$ cat src/rtl/seven_seg_scan.sv
// seven_seg_scan: four-digit multiplexed seven-segment driver for an MM:SS stopwatch.
// Scans one digit per REFRESH_DIV clocks, shows a frame-consistent snapshot of the
// BCD inputs, blinks the selected digit pair in adjust mode, and registers all
// display outputs (active-low).
// Optional feature macro: SEG_LEADING_BLANK_EN blanks a leading zero in the tens-of-minutes digit.
module seven_seg_scan #(
  parameter int unsigned REFRESH_DIV = 100000,
  parameter int unsigned BLINK_DIV   = 25000000
) (
  input  logic       clk,
  input  logic       reset,
  input  logic [3:0] min1,
  input  logic [3:0] min0,
  input  logic [3:0] sec1,
  input  logic [3:0] sec0,
  input  logic       adj_mode,
  input  logic       select,
  output logic [6:0] seg,
  output logic [3:0] an,
  output logic       dp
);

  localparam int unsigned RW = $clog2(REFRESH_DIV);
  localparam int unsigned BW = $clog2(BLINK_DIV);
  localparam logic [RW-1:0] REFRESH_LAST = RW'(REFRESH_DIV - 1);
  localparam logic [BW-1:0] BLINK_LAST   = BW'(BLINK_DIV - 1);

`ifdef SEG_LEADING_BLANK_EN
  localparam bit LEADING_BLANK = 1'b1;
`else
  localparam bit LEADING_BLANK = 1'b0;
`endif

  typedef struct packed {
    logic [3:0] min1;
    logic [3:0] min0;
    logic [3:0] sec1;
    logic [3:0] sec0;
  } digits_t;

  // Cathode pattern {g,f,e,d,c,b,a}, active-low; non-BCD values show a dash.
  function automatic logic [6:0] decode(input logic [3:0] bcd);
    logic [6:0] pat;
    case (bcd)
      4'd0:    pat = 7'b1000000;
      4'd1:    pat = 7'b1111001;
      4'd2:    pat = 7'b0100100;
      4'd3:    pat = 7'b0110000;
      4'd4:    pat = 7'b0011001;
      4'd5:    pat = 7'b0010010;
      4'd6:    pat = 7'b0000010;
      4'd7:    pat = 7'b1111000;
      4'd8:    pat = 7'b0000000;
      4'd9:    pat = 7'b0010000;
      default: pat = 7'b0111111;
    endcase
    return pat;
  endfunction

  logic [RW-1:0] refresh_cnt_q, refresh_cnt_d;
  logic [1:0]    idx_q, idx_d;
  digits_t       snap_q, snap_d;
  logic          pending_q, pending_d;
  logic [BW-1:0] blink_cnt_q, blink_cnt_d;
  logic          blink_phase_q, blink_phase_d;
  logic [6:0]    seg_q, seg_d;
  logic [3:0]    an_q, an_d;
  logic          dp_q, dp_d;

  digits_t    live;
  digits_t    shown;
  logic       refresh_wrap;
  logic       frame_wrap;
  logic [3:0] digit;

  assign live = '{min1: min1, min0: min0, sec1: sec1, sec0: sec0};

  // State register: counters, scan index, snapshot and registered display outputs.
  always_ff @(posedge clk) begin
    // NOTE: every register here uses <= so all state updates from the same pre-edge values.
    if (reset) begin
      refresh_cnt_q <= '0;
      idx_q         <= '0;
      snap_q        <= '0;
      pending_q     <= 1'b1;
      blink_cnt_q   <= '0;
      blink_phase_q <= 1'b0;
      seg_q         <= 7'b1111111;
      an_q          <= 4'b1111;
      dp_q          <= 1'b1;
    end else begin
      refresh_cnt_q <= refresh_cnt_d;
      idx_q         <= idx_d;
      snap_q        <= snap_d;
      pending_q     <= pending_d;
      blink_cnt_q   <= blink_cnt_d;
      blink_phase_q <= blink_phase_d;
      seg_q         <= seg_d;
      an_q          <= an_d;
      dp_q          <= dp_d;
    end
  end

  // Next state: refresh/scan counters, frame snapshot capture, blink timing.
  always_comb begin
    // NOTE: every output of this block gets a default first, so no path can infer a latch.
    refresh_wrap  = (refresh_cnt_q == REFRESH_LAST);
    frame_wrap    = refresh_wrap && (idx_q == 2'd3);
    refresh_cnt_d = refresh_wrap ? '0 : refresh_cnt_q + 1'b1;
    idx_d         = refresh_wrap ? idx_q + 2'd1 : idx_q;
    snap_d        = snap_q;
    pending_d     = 1'b0;
    blink_cnt_d   = blink_cnt_q;
    blink_phase_d = blink_phase_q;

    // The first frame after reset captures at once; later frames capture on the 3->0 wrap.
    if (pending_q || frame_wrap) begin
      snap_d = live;
    end

    if (!adj_mode) begin
      blink_cnt_d   = '0;
      blink_phase_d = 1'b0;
    end else if (blink_cnt_q == BLINK_LAST) begin
      blink_cnt_d   = '0;
      blink_phase_d = ~blink_phase_q;
    end else begin
      blink_cnt_d   = blink_cnt_q + 1'b1;
    end
  end

  // Output decode: digit select, anode pattern, blink and leading-zero blanking.
  always_comb begin
    // Until the first snapshot lands the live inputs are what it will hold.
    shown = pending_q ? live : snap_q;
    digit = shown.sec0;
    an_d  = 4'b1110;
    case (idx_q)
      2'd0: begin digit = shown.sec0; an_d = 4'b1110; end
      2'd1: begin digit = shown.sec1; an_d = 4'b1101; end
      2'd2: begin digit = shown.min0; an_d = 4'b1011; end
      default: begin digit = shown.min1; an_d = 4'b0111; end
    endcase

    seg_d = decode(digit);
    dp_d  = (idx_q != 2'd2);

    // Gating with adj_mode restores the digits on the very edge adjust mode ends.
    if (adj_mode && blink_phase_q && (select == (idx_q < 2'd2))) begin
      an_d = 4'b1111;
    end

    if (LEADING_BLANK && (idx_q == 2'd3) && (shown.min1 == 4'd0)) begin
      an_d = 4'b1111;
    end
  end

  assign seg = seg_q;
  assign an  = an_q;
  assign dp  = dp_q;

endmodule
$ cat config.mk
export PLATFORM = sky130hd
export DESIGN_NAME = seven_seg_scan
export DESIGN_NICKNAME = d
export VERILOG_FILES = /design/src/rtl/seven_seg_scan.sv
export SDC_FILE = /design/constraint.sdc
export NUM_CORES = 1
export LEC_CHECK = 0
export ABC_CLOCK_PERIOD_IN_PS = 3350
export CORE_ASPECT_RATIO = 1.2
export CORE_MARGIN = 2
export CORE_UTILIZATION = 55
export CTS_CLUSTER_SIZE = 12
export DETAILED_ROUTE_END_ITERATION = 8
export DONT_BUFFER_PORTS = 1
export PLACE_DENSITY = 0.79
export SLEW_MARGIN = 20
export SYNTH_ARGS = -nofsm -noshare
export SYNTH_HDL_FRONTEND = slang
export SYNTH_SLANG_ARGS = --single-unit
$ cat constraint.sdc
create_clock -name clk -period 3.35 [get_ports clk]
set_input_delay 0.335 -clock clk [delete_from_list [all_inputs] [get_ports clk]]
set_output_delay 0.335 -clock clk [all_outputs]
set_load 0.005 [all_outputs]
After elaboration in Yosys (flattened, before gate mapping)
Memories as Yosys holds them, arrays and structs flattened. A register that Yosys moved wholly into a read port is not among the register bits.
Index checks and enable logic that the tools add are counted.
{ "totals": {"reg_bits": 67, "rom_bits": 112, "in_bits": 20, "output_inout_bits": 12, "wordCells": 38, "memories": 1} }
{ "op_classes": {"n_addsub": 3, "n_lt_le_gt_ge": 1, "n_eq_ne": 7, "mux": 4, "n_bitwise": 2, "reduce_logical": 9} }
{ "memory_table": {"columns": ["memory", "words", "width", "rd", "rd_ports_with_merged_regs", "write_ports", "line_no", "text"], "rows": [
  ["(no name shown)", 16, 7, 1, 1, 0, "44", "case (bcd)"]
]} }
{ "op_table": {"columns": ["op", "n"], "rows": [
  ["adder 25 x 1 -> 25 bit, second input constant", 1],
  ["== test 25 bit, second input constant", 1],
  ["one-hot mux 4 bit (3 select lines)", 2],
  ["adder 17 x 1 -> 17 bit, second input constant", 1],
  ["== test 17 bit, second input constant", 1],
  ["2-to-1 mux 16 bit", 1],
  ["OR reduction 2 bit", 3],
  ["== test 2 bit, second input constant", 2],
  ["logical AND 1 bit", 3],
  ["OR reduction 3 bit", 1],
  ["adder 2 x 1 -> 2 bit, second input constant", 1],
  ["== test 2 x 1 -> 1 bit, second input constant", 1],
  ["logical NOT 2 bit", 1],
  ["less-than comparator 2 bit, second input constant", 1],
  ["!= test 2 bit, second input constant", 1],
  ["inverter 1 bit", 2],
  ["== test 1 bit", 1],
  ["logical OR 1 bit", 1],
  ["2-to-1 mux 1 bit", 1]
]} }

Longest topological paths before layout
{ "depth": {"depth_word": 4, "mapped_depth": 9, "mapped_depth_nobuf": 9} }

Least setup slack after synthesis
No wires, ideal clock.
{ "synth_timing": {"kind": "register -> register", "from": "register pending_q", "to": "register seg_q[0], in the netlist seg[0]", "setup_ns": 0.063, "arrival_ns": 1.925, "required_ns": 3.287, "path_slack_ns": 1.361, "stages_incl_launch_ff": 7, "n_path_buf": 1, "synth_period_minus_slack_ns": 1.989, "path_cell_list": "dfxtp_1 -> buf_6 -> mux2_4 -> a222oi_1 -> a21oi_1 -> or4b_1 -> nand3_1"} }
{ "synth_via": {"elab_chain_len": 2} }
{ "synth_rtl": {"columns": ["element", "line_no", "text"], "rows": [
  ["start: declaration", "63", "logic pending_q, pending_d;"],
  ["start signal: assignment", "95", "pending_q <= pending_d;"],
  ["2-to-1 mux 16 bit", "135", "shown = pending_q ? live : snap_q;"],
  ["one-hot mux 4 bit (3 select lines)", "138", "case (idx_q)"],
  ["end: declaration", "66", "logic [6:0] seg_q, seg_d;"]
]} }
No other way between the ends.
A chain may end at the register's enable or synchronous reset.

Final worst setup path
Same ends and word-level chain as after synthesis.

==> impl_metrics.ini <==
[critical_path]
reg2reg_from = pending_q$_DFF_P_
crit_type = reg2reg
cp.required_ns = 3.63
reg2reg_to = seg[0]$_SDFF_PP1_
start_kind = flip-flop
r2r_slack_ns = 0.69
crit_arrival_ns = 2.94
path_max_fanout = 20
worstRegToRegCells = 5
cp-end-kind = flip-flop

[detailed_routing]
drtIter0Drc = 143
drc = 0
vias_per_cell = 5.412
wire_per_inst_um = 13.92
num_vias = 2430
wl_um = 6250
dr.pass1.iters = 4
postRouteAntennaNets = 0

[finish]
antenna_cells = 0
area_growth_pct = 8.386
finalNonFillerCells = 449
num-fill-cells = 527
drive_above_1_share = 0.06540
final_nets = 392

[cts]
cts_setup_buffers = 0
clockBufferDepth = 2
htreeDepth = 3
cts.repair.resized = 0
cts_tree = done
hold_buffers = 0
path_clk_slew_ns = 0.08
cts-root-buf = clkbuf_8
cts_num_sinks = 74
cts_made_buffers = 9
clock_latency_ns = 0.34

[placement]
dp.cells = 432
place_ws_ns = 0.7181
place_hpwl_um = 4427
gp_congestion = 0.8745
port_buffers = 0

[logic_synthesis]
ys_warn_count = 0
synth_seq_area_share = 0.4393
synthArstFlopShare = 0
ys.flop_type = dfxtp_1
synth.most_common_cell = dfxtp_1
yosysTopAreaCell = dfxtp_1
avgSynthCellArea_um2 = 9.341
ys_seq_elements = 74
synth_edf_count = 0
syn_area_um2 = 3372
synthDistinctLibCells = 40
synthCells = 361
synth_top_area_share = 0.4393
ys_top_cells_by_count = dfxtp_1, nor2_1, xnor2_1
syn-num-nets = 391
synthTopCellsByArea = dfxtp_1, nor2_1, mux2i_1, xnor2_1, xor2_1

[grt]
grt_max_degree = 26
grt_util_all_layers = 0.2008
grt_pass1_vias = 2311
globalRouteOverflowTotal = 0
grt_first_pass_wirelength_um = 10640
antenna_found_initial = 0

[timing]
worst_slew_margin_rel = 0.4207
worstMarginPinSlew_ns = 0.8678
setup_ws_ns = 0.6926
hold_violations = 0
finalSetupViolations = 0
rsz0062_at_grt = no
totalNegativeSetupSlack_ns = 0
skew_ns = 0.01106
max_freq_ghz = 0.3763
fin_crit_sh = 0.7933
final-max-slew-violation-count = 0
finalCriticalPeriod_ns = 2.657

[pwr]
swShare = 0.2232
vdd_drop_max_v = 0.0002486
p_per_area_nw_per_um2 = 490.2
p_clk_frac = 0.429
p_switching_w = 0.0003999
p_leak_nw = 1.359
pwr-share-seq = 0.518
p_comb_frac = 0.053
power.internal_w = 0.001392

[run]
max_cap_viol_count = 0

[floorplan]
die_x_um = 75.48
rows = 31
boundaryPins = 32
die_area_um2 = 6775
die_y_um = 89.77
start_util = 0.5645
core_um2 = 5973

[worst_hold_path]
hold_depth = 1
min_from = reset
min_to = snap_q[11]$_SDFFE_PP0P_
hold_class = in2reg

[status]
status = finished, final reports clean
[sequential cells by signal, indices dropped and copies added (netlist names)]
register,cells
blink_cnt_q,25
refresh_cnt_q,17
snap_q,16
seg,7
an,4
idx_q,2
blink_phase_q,1
dp,1
pending_q,1
[layout make-up]
| class | count | area (µm²) | share of cell area |
|---|---|---|---|
| clock buffers | 10 | 137.6 | 0.03766 |
| clock inverters | 6 | 90.09 | 0.02465 |
| inverters | 13 | 48.80 | 0.01335 |
| multi-input cells | 262 | 1777 | 0.4861 |
| flip-flops and latches | 74 | 1481 | 0.4053 |
| well taps | 82 | 102.6 | 0.02807 |
| repair buffers | 2 | 17.52 | 0.004793 |
[how the worst max path moves through the flow]
stage | slack [ns] | start | to
floorplan | 1.36 | pending_q$_DFF_P_ | seg[0]$_SDFF_PP1_
global placement | 0.81 | pending_q$_DFF_P_ | seg[3]$_SDFF_PP1_
detailed placement | 0.72 | pending_q$_DFF_P_ | seg[0]$_SDFF_PP1_
CTS | 0.70 | pending_q$_DFF_P_ | seg[0]$_SDFF_PP1_
global route | 0.48 | pending_q$_DFF_P_ | seg[3]$_SDFF_PP1_
finish | 0.69 | pending_q$_DFF_P_ | seg[0]$_SDFF_PP1_
[logic make-up (layout without fill, tap and decap cells)]
logic type | count (synthesis) | after routing | share of synthesized area
multiplexers | 32 | 32 | 0.1020
AND/OR/NAND/NOR | 152 | 152 | 0.2208
buffers and inverters | 25 | 31 | 0.03377
XOR/XNOR | 39 | 39 | 0.1013
AO/OA/AOI/OAI | 29 | 29 | 0.06568
adder cells (fa/ha/maj) | 10 | 10 | 0.03711
flip-flops | 74 | 74 | 0.4393
[stage by stage]
stage / hold slack, ns / total power (W) / area (µm²) / util
2_1_floorplan: 0.3627 / 0.001027 / 3372 / -
3_3_place_gp: 0.3654 / 0.001039 / 3417 / 0.5721
3_5_place_dp: 0.3652 / 0.001043 / 3417 / 0.5721
4_1_cts: 0.007874 / 0.001803 / 3645 / 0.6102
5_1_grt: 0.03429 / 0.001867 / 3655 / 0.6119
6_report: 0.05517 / 0.001792 / 3655 / 0.6119
[cell usage in the layout, fill, tap and decap left out, types with 9 or more instances in the layout]
cell type / instances
and3_1: 9
clkbuf_8: 10
dfxtp_1: 74
ha_1: 10
inv_1: 13
mux2_1: 10
mux2i_1: 19
nand2_1: 17
nand3_1: 19
nand4_1: 9
nor2_1: 64
nor3_1: 9
xnor2_1: 20
xor2_1: 19
[worst max-delay path: stages (launching register included)]
cell      delay, ns
dfxtp_1        0.89
mux2_4         0.35
a222oi_1       0.40
mux2i_1        0.28
or4b_1         0.59
nand3_1        0.09
[power by group through the flow]
stage          Combinational [W]  Clock (W)  Sequential, W
3_5_place_dp           0.0000943          0       0.000949
3_3_place_gp           0.0000907          0       0.000948
5_1_grt                 0.000109   0.000828       0.000931
6_report               0.0000954   0.000768       0.000928
2_1_floorplan          0.0000898          0       0.000937
4_1_cts                0.0000951   0.000779       0.000928
[metal layers]
metal | vias up | part of all wire | GRT usage
met1 | 1141 | 0.44 | 0.2433
met2 | 31 | 0.51 | 0.3355
met5 | - | 0 | 0
met3 | 6 | 0.039 | 0.05830
li1 | 1252 | - | -
met4 | 0 | 0.013 | 0.06140
Power figures use the tool's default switching activity.
